===== src/rtl/probe_table.sv =====
// Check table: one write port, one asynchronous read port, each entry {probe address, expected data}.
module probe_table #(
    parameter int ADDR_W = 8,
    parameter int DATA_W = 32,
    parameter int DEPTH  = 64,
    parameter int IW     = 6
) (
    input  logic              clk,
    input  logic              wr_en_i,
    input  logic [IW-1:0]     wr_idx_i,
    input  logic [ADDR_W-1:0] wr_addr_i,
    input  logic [DATA_W-1:0] wr_exp_i,
    input  logic [IW-1:0]     rd_idx_i,
    output logic [ADDR_W-1:0] rd_addr_o,
    output logic [DATA_W-1:0] rd_exp_o
);

    logic [ADDR_W+DATA_W-1:0] mem_q [DEPTH];

    always_ff @(posedge clk) begin
        if (wr_en_i && (int'(wr_idx_i) < DEPTH)) begin
            mem_q[wr_idx_i] <= {wr_addr_i, wr_exp_i};
        end
    end

    assign {rd_addr_o, rd_exp_o} = mem_q[rd_idx_i];

endmodule


===== config.mk =====
export PLATFORM = sky130hd
export DESIGN_NAME = probe_table
export DESIGN_NICKNAME = d
export VERILOG_FILES = /design/src/rtl/probe_table.sv
export SDC_FILE = /design/constraint.sdc
export NUM_CORES = 2
export LEC_CHECK = 0
export CAP_MARGIN = 15
export CORE_ASPECT_RATIO = 1.25
export CORE_MARGIN = 1.5
export CORE_UTILIZATION = 24
export DETAILED_ROUTE_END_ITERATION = 8
export HOLD_SLACK_MARGIN = 0.06
export PLACE_DENSITY = 0.46
export SYNTH_ARGS = -nofsm -noshare
export SYNTH_HDL_FRONTEND = slang
export SYNTH_SLANG_ARGS = --single-unit

===== constraint.sdc =====
create_clock -name clk -period 5.9 [get_ports clk]
set_input_delay 0.885 -clock clk [delete_from_list [all_inputs] [get_ports clk]]
set_output_delay 0.885 -clock clk [all_outputs]
set_load 0.02 [all_outputs]

==> metrics.md <==
| Metric | Value |
|---|---|
| Yosys warns | 0 |
| Clk slew on worst S/H paths | 0.06 ns |
| Top flop regs | mem_q x2560 |
| Worst path bufs/invs | 3 |
| Worst-Margin Slew | 1.26 ns |
| Fmax | 0.196 GHz |
| Routed WL | 284 mm |
| Clock sink total | 2,560 |
| Period utilization | 86.5% |
| Top cell type's share of synthesized area | 79.2% |
| Cells after Synth | 4,155 |
| Worst-path cell chain | buf_8 > or3b_2 > buf_4 > o22ai_1 > nor4_1 > o22a_1 > buf_4 |
| Hold path cells | 1 |
| Initial core utilization | 24.2% |
| Top delay family on crit path | simple AND/OR/NAND/NOR gates |
| Post-Syn Area | 97,000 um^2 |
| Max clock buf depth | 4 |
| Outcome | completed |
| Antenna violations before repair | 24 |
| CP most frequent cell | buf_4 |
| Remaining antenna violation count after routing | 0 |
| Post-detailed-route DRC marker count | 0 |
| Fin worst setup slack | 0.799 ns |
| Post-synth EDFFs | 2,560 |
| Max H-tree Level | 4 |
| Pre-CTS WS | 0.485 ns |
| # resized after CTS | 0 |
| Core area | 402,000 um^2 |
| Setup TNS | 0 ns |
| I/O pin total | 94 |
| Syn_area_per_cell | 23.4 um^2 |
| Largest register by flop count | mem_q |
| Clock buffer count from CTS | 233 |
| P_int | 29,800 uW |
| RSZ-0062 raised after global routing | no |
| GRT overflow | 0 |
| Min Hold Slack | 0.354 ns |
| Tmin final | 5.10 ns |
| Post-synthesis sequential area ratio | 79.2% |
| Die Span Y | 714 um |
| Die ar. | 408,000 um^2 |
| Row count | 260 |
| Detailed Place HPWL | 164 mm |
| Total track usage | 13.7% |
| Max FFs per register | 2,560 |
| CP max stage cell | nor4_1 |
| VDD IR-drop max | 0.235 mV |
| Area contributors post-synth | edfxtp_1, mux4_2, mux2i_1, o22ai_1, mux2_2 |
| Slew headroom | 15.5% |
| Cell taking the most area after synthesis | edfxtp_1 |
| Vias | 45,500 |
| Hold Violations, Final | 0 |
| Psw | 8080 uW |
| CP Max Fanout | 58 |
| Pwr Density | 330 nW/um^2 |
| Root Buffer | clkbuf_16 |
| Post-CTS setup repair buffer count | 0 |
| Beginning of the worst hold path | wr_exp_i[29] |
| I/O Buffers | 93 |
| CP Class | primary input to output port |
| Switching Share | 21.3% |
| Leakage | 0.0345 uW |
| Syn Nets | 4,209 |
| Largest net degree at the start of global routing | 91 |
| CP max stage delay | 1.01 ns |
| Seq cells post-synth | 2,560 |
| Share of cells above drive strength 1 | 29.2% |
| Die X | 572 um |
| Hold_buf cts | 0 |
| Netlist cell types | 35 |
| Ys flop type | edfxtp_1 |
| Setup violations, final | 0 |
| Clk network pwr share | 41.2% |
| TritonCTS clock tree | built |
| GPL Wtd Cong | 0.745 |
| Vias per std cell | 4.52 |
| Crit. End Element | output port |
| Final nets | 4,550 |
| DRT Pass-1 Iters | 5 |
| Max cap viols | 0 |
| End of the worst hold path | mem_q[26][29] |
| Worst EP arrival | 4.22 ns |
| Synthesis-to-finish area growth | 18.1% |
| HP Class | primary input to flop |
| Combinational fraction of design power | 5.5% |
| Wire length per cell | 28.2 um |
| CP required | 5.02 ns |
| Initial DRC Count | 4,141 |
| Fin. max-slew vios | 0 |
| Number of global-route vias before repair | 48,200 |
| FFs w/ async S/R, synth | 0% |
| Sequential Power Share | 53.2% |
| Crit start category | primary input |
| First-pass GRT wire length | 393 mm |
[power by group through the flow]
| stage | registers (uW) | clock network (uW) | logic [uW] |
|---|---|---|---|
| after floorplan | 20500 | 0 | 1030 |
| after global placement | 20500 | 0 | 2110 |
| after detailed placement | 20600 | 0 | 2140 |
| after CTS | 20200 | 16000 | 2140 |
| after global routing | 20200 | 16600 | 2220 |
| final | 20200 | 15600 | 2100 |
[how the worst max path moves through the flow]
| stage | depth (start not counted) | endpoint | from |
|---|---|---|---|
| 3_5_place_dp | 7 | rd_exp_o[4] | rd_idx_i[0] |
| 2_1_floorplan | 4 | mem_q[48][0] | wr_idx_i[3] |
| 3_3_place_gp | 7 | rd_exp_o[4] | rd_idx_i[0] |
| 6_report | 7 | rd_exp_o[29] | rd_idx_i[2] |
| 4_1_cts | 7 | rd_exp_o[4] | rd_idx_i[0] |
| 5_1_grt | 8 | rd_exp_o[8] | rd_idx_i[0] |
[metrics by stage]
stage | total power (uW) | util (%) | instance area (um^2) | cells
global placement | 22700 | 26.6 | 107000 | 9621
global route | 38900 | 28.5 | 115000 | 10100
CTS | 38300 | 28.5 | 114000 | 10000
detailed placement | 22700 | 26.6 | 107000 | 9622
finish | 37900 | 28.5 | 115000 | 10100
floorplan | 21600 | - | 97000 | 4155
[cells in the mapped netlist, types with 20 or more instances]
cell,instances
clkbuf_1,80
buf_2,81
o22a_1,26
nor2_1,97
a21oi_1,68
buf_1,20
nor4_1,34
a221oi_1,34
o221ai_1,42
mux2i_1,113
mux2_2,38
buf_4,49
edfxtp_1,2560
o22ai_1,143
mux4_2,608
[area by class of cell]
| cell class | instances | area (um^2) |
|---|---|---|
| Fill cell | 39200 | 287000 |
| Clock buffer | 278 | 6060 |
| Clock inverter | 142 | 1600 |
| Timing Repair Buffer | 344 | 3910 |
| Tap cell | 5371 | 6720 |
| Antenna cell | 8 | 20.0 |
| Multi-Input combinational cell | 1357 | 19400 |
| Sequential cell | 2560 | 76900 |
[cell usage in the layout (no fill, tap or decap), types with 13 or more instances in the layout]
cell type,n
a21oi_1,68
a221oi_1,34
a22o_1,16
a22oi_1,18
buf_12,109
buf_2,44
buf_4,169
bufinv_16,36
clkbuf_1,42
clkbuf_16,236
clkdlybuf4s50_1,19
clkinv_1,62
clkinv_2,28
edfxtp_1,2560
mux2_2,38
mux2i_1,113
mux4_2,608
nand2_1,16
nor2_1,35
nor2_4,62
nor2b_1,13
nor4_1,32
o21ai_1,14
o221ai_1,42
o22a_1,26
o22ai_1,143
[cells by family after synthesis]
family / share of synthesized area [%]
compound gates: 2.70
buf+inv: 1.28
flops: 79.2
mux: 15.7
simple gates: 1.08
[layer usage]
| metal | routed length, um | GRT usage (%) |
|---|---|---|
| met4 | 9910 | 4.72 |
| met2 | 152000 | 25.4 |
| met5 | 156 | 0 |
| met3 | 13900 | 1.95 |
| met1 | 108000 | 16.0 |
Power figures use the tool's default switching activity.
